### src/rtl/mips_ir_pkg.sv
// MIPS instruction field positions, widths and the nop encoding.
// Shared by the instruction register and later decode stages.
package mips_ir_pkg;

    localparam int OP_MSB    = 31;
    localparam int OP_LSB    = 26;
    localparam int RS_MSB    = 25;
    localparam int RS_LSB    = 21;
    localparam int RT_MSB    = 20;
    localparam int RT_LSB    = 16;
    localparam int RD_MSB    = 15;
    localparam int RD_LSB    = 11;
    localparam int SHAMT_MSB = 10;
    localparam int SHAMT_LSB = 6;
    localparam int FUNCT_MSB = 5;
    localparam int FUNCT_LSB = 0;
    localparam int IMM_MSB   = 15;
    localparam int ADDR_MSB  = 25;

    localparam int OP_W    = OP_MSB - OP_LSB + 1;
    localparam int REG_W   = RS_MSB - RS_LSB + 1;
    localparam int SHAMT_W = SHAMT_MSB - SHAMT_LSB + 1;
    localparam int FUNCT_W = FUNCT_MSB - FUNCT_LSB + 1;
    localparam int IMM_W   = IMM_MSB + 1;
    localparam int ADDR_W  = ADDR_MSB + 1;

    localparam logic [31:0] NOP = 32'h0000_0000;

endpackage

### src/rtl/ir_field_decode.sv
// Purely combinational split of a 32-bit MIPS word into its fields.
// Used by the instruction register and reusable by other stages.
module ir_field_decode
    import mips_ir_pkg::*;
(
    input  logic [31:0]        instr_i,
    output logic [OP_W-1:0]    opcode_o,
    output logic [REG_W-1:0]   rs_o,
    output logic [REG_W-1:0]   rt_o,
    output logic [REG_W-1:0]   rd_o,
    output logic [SHAMT_W-1:0] shamt_o,
    output logic [FUNCT_W-1:0] funct_o,
    output logic [IMM_W-1:0]   imm16_o,
    output logic [ADDR_W-1:0]  addr26_o
);

    // Fixed bit slices; no logic beyond wiring.
    always_comb begin
        opcode_o = instr_i[OP_MSB:OP_LSB];
        rs_o     = instr_i[RS_MSB:RS_LSB];
        rt_o     = instr_i[RT_MSB:RT_LSB];
        rd_o     = instr_i[RD_MSB:RD_LSB];
        shamt_o  = instr_i[SHAMT_MSB:SHAMT_LSB];
        funct_o  = instr_i[FUNCT_MSB:FUNCT_LSB];
        imm16_o  = instr_i[IMM_MSB:0];
        addr26_o = instr_i[ADDR_MSB:0];
    end

endmodule

### src/rtl/ir_queue.sv
// Instruction register with a small circular prefetch queue and flush.
// Optional same-cycle empty-queue bypass when IR_BYPASS_EN is defined.
module ir_queue
    import mips_ir_pkg::*;
#(
    parameter int WIDTH = 32,
    parameter int DEPTH = 4
) (
    input  logic                     clk,
    input  logic                     rst,
    input  logic [WIDTH-1:0]         data_in,
    input  logic                     ir_we,
    output logic                     ir_full,
    input  logic                     ir_adv,
    input  logic                     ir_flush,
    output logic                     ir_valid,
    output logic [WIDTH-1:0]         data_out,
    output logic [OP_W-1:0]          opcode,
    output logic [REG_W-1:0]         rs,
    output logic [REG_W-1:0]         rt,
    output logic [REG_W-1:0]         rd,
    output logic [SHAMT_W-1:0]       shamt,
    output logic [FUNCT_W-1:0]       funct,
    output logic [IMM_W-1:0]         imm16,
    output logic [ADDR_W-1:0]        addr26,
    output logic [$clog2(DEPTH):0]   ir_count
);

    localparam int PW = $clog2(DEPTH);
    localparam int CW = PW + 1;

    localparam logic [CW-1:0] DEPTH_C = CW'(DEPTH);
    localparam logic [CW-1:0] CNT_ONE = CW'(1);
    localparam logic [PW-1:0] PTR_ONE = PW'(1);

    logic [WIDTH-1:0] mem_q [DEPTH];
    logic [PW-1:0]    rd_ptr_q, rd_ptr_d;
    logic [PW-1:0]    wr_ptr_q, wr_ptr_d;
    logic [CW-1:0]    count_q, count_d;

    logic empty;
    logic full;
    logic byp;
    logic byp_consume;
    logic push;
    logic pop;
    logic [WIDTH-1:0] head;
    logic [31:0]      dec_word;

    assign empty = (count_q == '0);
    assign full  = (count_q == DEPTH_C);

`ifdef IR_BYPASS_EN
    assign byp = empty & ir_we & ~ir_flush;
`else
    assign byp = 1'b0;
`endif

    // A bypassed word that is consumed at once never enters storage.
    assign byp_consume = byp & ir_adv;
    assign pop  = ir_adv & ~empty;
    assign push = ir_we & (~full | pop) & ~byp_consume;

    // Pointer and occupancy next state; flush wins over push/pop.
    always_comb begin
        rd_ptr_d = rd_ptr_q;
        wr_ptr_d = wr_ptr_q;
        count_d  = count_q;
        if (ir_flush) begin
            rd_ptr_d = '0;
            wr_ptr_d = '0;
            count_d  = '0;
        end else begin
            if (push) wr_ptr_d = wr_ptr_q + PTR_ONE;
            if (pop)  rd_ptr_d = rd_ptr_q + PTR_ONE;
            unique case ({push, pop})
                2'b10:   count_d = count_q + CNT_ONE;
                2'b01:   count_d = count_q - CNT_ONE;
                default: count_d = count_q;
            endcase
        end
    end

    // Control state register; reset beats every other input.
    always_ff @(posedge clk) begin
        if (rst) begin
            rd_ptr_q <= '0;
            wr_ptr_q <= '0;
            count_q  <= '0;
        end else begin
            rd_ptr_q <= rd_ptr_d;
            wr_ptr_q <= wr_ptr_d;
            count_q  <= count_d;
        end
    end

    // Storage write; contents survive flush and reset.
    always_ff @(posedge clk) begin
        if (!rst && !ir_flush && push) begin
            mem_q[wr_ptr_q] <= data_in;
        end
    end

    // Head word: storage when non-empty, nop when empty.
    always_comb begin
        head = empty ? WIDTH'(NOP) : mem_q[rd_ptr_q];
`ifdef IR_BYPASS_EN
        if (byp) head = data_in;
`endif
    end

    assign data_out = head;
    assign ir_valid = ~empty | byp;
    assign ir_full  = full;
    assign ir_count = count_q;
    assign dec_word = 32'(head);

    ir_field_decode u_dec (
        .instr_i  (dec_word),
        .opcode_o (opcode),
        .rs_o     (rs),
        .rt_o     (rt),
        .rd_o     (rd),
        .shamt_o  (shamt),
        .funct_o  (funct),
        .imm16_o  (imm16),
        .addr26_o (addr26)
    );

endmodule

### config.mk
export PLATFORM = sky130hd
export DESIGN_NAME = ir_queue
export DESIGN_NICKNAME = d
export VERILOG_FILES = /design/src/rtl/mips_ir_pkg.sv /design/src/rtl/ir_field_decode.sv /design/src/rtl/ir_queue.sv
export SDC_FILE = /design/constraint.sdc
export NUM_CORES = 1
export LEC_CHECK = 0
export CAP_MARGIN = 20
export CORE_MARGIN = 3
export CORE_UTILIZATION = 45
export DETAILED_ROUTE_END_ITERATION = 7
export GPL_ROUTABILITY_DRIVEN = 1
export PLACE_DENSITY = 0.74
export SYNTH_ARGS = -nofsm -noshare
export SYNTH_HDL_FRONTEND = slang
export SYNTH_HIERARCHICAL = 1
export SYNTH_SLANG_ARGS = --single-unit
### constraint.sdc
create_clock -name clk -period 3.8 [get_ports clk]
set_input_delay 1.14 -clock clk [delete_from_list [all_inputs] [get_ports clk]]
set_output_delay 1.14 -clock clk [all_outputs]
set_load 0.01 [all_outputs]
## Word level (Yosys, flattened, before mapping)

Memory sizes are Yosys's and may differ from the RTL's. A register that Yosys moved wholly into a read port is not among the register bits.
Cells that the tools add are included.

- Bits in registers: 7
- Bits in latches: 0
- Memory bits (writable): 128
- ROM bits: 0
- Bits of input ports: 37
- Output and inout port bits: 111
- Word-level logic and storage cells: 29
- Memories: 1

Memories:

| name | depth | bits a word | read ports | clocked after memory_dff | wr ports | line | text |
|---|---|---|---|---|---|---|---|
| mem_q | 4 | 32 | 1 | 1 | 1 | ir_queue.sv:36 | `logic [WIDTH-1:0] mem_q [DEPTH];` |

- Add/subtract/negate cells: 4
- $mul: 0
- Divide/modulo/power cells: 0
- Order comparisons: 0
- Equality and inequality tests: 3
- Shift operators: 0
- Mux-type cells: 6
- Bitwise gates (word level): 5
- Reduce and logical (&&, ||, !) cells: 7

Operators by type and width:

| cell | number |
|---|---|
| $mux W32 | 1 |
| $pmux W3 S2 | 1 |
| $add A2 B1 Y2 const B | 2 |
| $mux W2 | 2 |
| $add A3 B1 Y3 const B | 1 |
| $eq A3 B3 Y1 const B | 1 |
| $logic_not A3 Y1 | 1 |
| $sub A3 B1 Y3 const B | 1 |
| $and A1 B1 Y1 | 2 |
| $eq A2 B1 Y1 const B | 1 |
| $eq A2 B2 Y1 const B | 1 |
| $logic_and A1 B1 Y1 | 2 |
| $logic_not A1 Y1 | 2 |
| $mux W1 | 2 |
| $not A1 Y1 | 2 |
| $reduce_bool A2 Y1 | 1 |
| $reduce_or A2 Y1 | 1 |
| $or A1 B1 Y1 | 1 |

## Logic depth before layout (Yosys ltp)

- Depth after elaboration: 8
- Gate-level depth with buffers: 8
- Depth with buffers taken out: 6

## Hierarchy

Netlist, hierarchy kept.

Modules (own cells, without submodules):

| module | times used | cells each | area each (um^2) | sequential area each (um^2) |
|---|---|---|---|---|
| ir_queue | 1 | 270 | 5457.7 | 4023.9 |
| ir_field_decode | 1 | 74 | 555.5 | 0.0 |

## Worst setup path after synthesis

OpenSTA, ideal clock, no wires.

- Path kind: input to register
- From: in ir_flush
- To: mem mem_q[0][0], enable pin
- Setup time: 0.392 ns
- Arrival: 2.641 ns
- Required time: 3.408 ns
- Path slack: 0.767 ns
- Stages: 4
- Path buffers: 1
- Cells stage by stage: or2_2 > clkbuf_1 > nor3_1 > and2_1

- Cells in the longest elaborated chain, start to end: 5

Ends and longest elaborated chain:

| element | line | text |
|---|---|---|
| start: declaration | ir_queue.sv:15 | `input logic ir_flush,` |
| $logic_not A1 Y1 | ir_queue.sv:99 | `if (!rst && !ir_flush && push) begin` |
| $logic_and A1 B1 Y1 (2 in series) | ir_queue.sv:99 |  |
| $mux W1 | ir_queue.sv:99 |  |
| $mux W1 (not written as such) | ir_queue.sv:100 | `mem_q[wr_ptr_q] <= data_in;` |
| end: declaration | ir_queue.sv:36 |  |

No other way between the ends.

==> metrics.cfg <==
[grt]
grt_pass1_vias=3128
grt_pass1_wl_um=16400
grt_max_degree=35
overflow=0
track_usage_pct=15.1
antenna_found_initial=1

[yosys]
synth-compound-area-share_pct=1.19
yosys_warnings=6
synthXorXnorAreaFrac_pct=0.437
synth-simple-area-share_pct=6.12
synthAdderAreaFrac_pct=1.17
ys_ff_latch=137
syn-instance-count=344
synth_area_leaders=edfxtp_1 64%, mux4_2 11%, buf_4 9.2%
synth_top_family_by_area=multiplexers
synth_mux_area_share_pct=12.6
synth_area_um2=6010
synth_area_per_cell_um2=17.5
syn-num-nets=386
ys_seq_area_share_pct=66.9
ys_types=37
yosys.area.top_type=edfxtp_1
synth_top_area_share_pct=63.9

[sta]
slew_viol_final=0
period_minus_slack_ns=3.51
hold_viol=0
tightest_slew_ns=0.439
finalHoldWorstSlack_ns=0.510
relSlewSlack_pct=70.8
fmax_mhz=285
setup_viol=0
skew_ns=0.00609
fin_crit_sh_pct=92.3
rsz0062_at_grt=no
setup-tns-final_ns=0

[power]
p_per_area_nw_per_um2=465
p_sw_share_pct=18.9
power_frac_seq_pct=46.6
p_leak_uw=0.00250
power.switching_uw=680
p_comb_share_pct=8.2
power_uw=3590
p_int_uw=2910
ir_drop_v=0.000251
clkPwrFrac_pct=45.2

[routing]
dr.pass1.iters=4
wl_per_cell_um=17.3
drt_iter0_drc=116
drc=0
routed_wirelength_um=10700
antenna_left=0
num_vias=3052
routed_via_density=4.95

[placed_design]
post-place-cells=585
dpl.hpwl_um=7170
io_buffers=147
placed_cell_area_um2=7140
place_congestion=0.676

[clock_tree]
cts_buffers=17
path_clk_slew_ns=0.05
cts_buffer_depth=2
cts_hold_buf=0
ctsResizeCount=0
clockRootBuffer=clkbuf_16
clkLatencyLatePin_ns=0.40
htree_num_levels=4
cts_setup_buffers=0
cts_tree=done
numClockSinks=137

[die]
die_y_um=122
core_area_um2=12800
fp.dieW_um=122
start_util_pct=46.9
die_area_um2=14800
ios=148
placementRows=41

[finish]
final_area_um2=7730
antenna_cells=0
syn_to_final_growth_pct=28.5
drive_above_1_share_pct=16.7
final_cell_mix=147 x clkdlybuf4s50_1, 128 x edfxtp_1, 33 x and2_1
finalNetCount=474
finalNonFillerCells=616
final_common_cell=clkdlybuf4s50_1

[setup_path]
required_ns=2.66
start_kind=register
crit_type=reg2out
cp.arrival_ns=2.37
critPathMaxFanout=16
end_kind=output pin

[status]
status=completed

[worst_hold_path]
hp-class=reg2reg

[run]
maxCapViolations=0

## final timing paths
| kind | depth (start not counted) | slack [ns] | to | from |
|---|---|---|---|---|
| worst min-delay path | 2 | 0.51 | register | rd_ptr_q[1]$_SDFFE_PP0P_ |
| worst min register to register | 2 | 0.51 | register | rd_ptr_q[1]$_SDFFE_PP0P_ |
| worst max register to register | 5 | 1.66 | ir_count[1]$_SDFFE_PP0P_ | ir_count[2]$_SDFFE_PP0P_ |
| worst max-delay path | 4 | 0.29 | imm16[0] | register |
## routing by layer
layer	track usage, %	routed length (um)	vias up
met5	0	13	-
met4	5.04	136	2
met3	5.25	647	14
met2	25.1	5490	107
met1	18.5	4400	1532
li1	-	-	1397
## stage by stage
| step | setup WS [ns] | utilization [%] |
|---|---|---|
| after floorplan | 0.767 | - |
| after global placement | 0.581 | 55.7 |
| after detailed placement | 0.548 | 55.7 |
| after CTS | 0.250 | 60.2 |
| after global routing | 0.176 | 60.2 |
| final | 0.291 | 60.2 |
## cells in the mapped netlist
library cell  instances
a21oi_1               2
a221oi_2              1
a31oi_1               2
and2_1               37
buf_12                3
buf_2                 6
buf_4                74
buf_6                 1
clkbuf_1              4
clkbuf_2              1
dfxtp_1               9
edfxtp_1            128
fa_1                  1
ha_1                  4
inv_1                 5
mux2i_1               3
mux4_1                2
mux4_2               30
nand2_1               3
nand2b_1              2
nand3_1               1
nand3b_1              1
nor2_1                7
nor2b_1               1
nor3_1                1
nor4b_1               1
nor4b_2               1
o21a_1                1
o21ai_0               2
o311ai_0              1
o31ai_1               1
or2_2                 1
or3_1                 2
or3_4                 1
or3b_1                1
xnor2_1               1
xor2_1                2
## area by class of cell
class / count / area [um^2]
multi-input cells: 113 / 1300
inverters: 5 / 18.8
flip-flops and latches: 137 / 4030
well taps: 172 / 215
repair buffers: 158 / 1580
clock buffers: 18 / 429
fillers: 982 / 5100
clock inverters: 13 / 159
## sequential cells by signal, indices dropped and copies added, names as in the netlist, named ones only
| signal | cells |
|---|---|
| mem_q | 128 |
| ir_count | 3 |
| rd_ptr_q | 2 |
| wr_ptr_q | 2 |
## power groups by stage
stage / clock network (uW) / registers, uW / logic (uW)
floorplan: 0 / 1700 / 167
global placement: 0 / 1700 / 295
detailed placement: 0 / 1700 / 300
CTS: 1650 / 1670 / 301
global route: 1720 / 1670 / 316
finish: 1620 / 1670 / 295
## worst max-delay path, cell delays in order, from the launching register on
cell and delay [ns]:
dfxtp_2 0.32, buf_4 0.31, mux4_1 0.64, and2_1 0.21
clkdlybuf4s50_1 0.48
## cells by family after synthesis
logic type	count (synthesis)
xor gates and xnor gates	3
muxes	35
and+or+nand+nor	60
buffers and inverters	94
AOI/OAI and AO/OA	10
adders and majority gates	5
DFF	137
No activity file was read; power rests on OpenSTA's default activity.
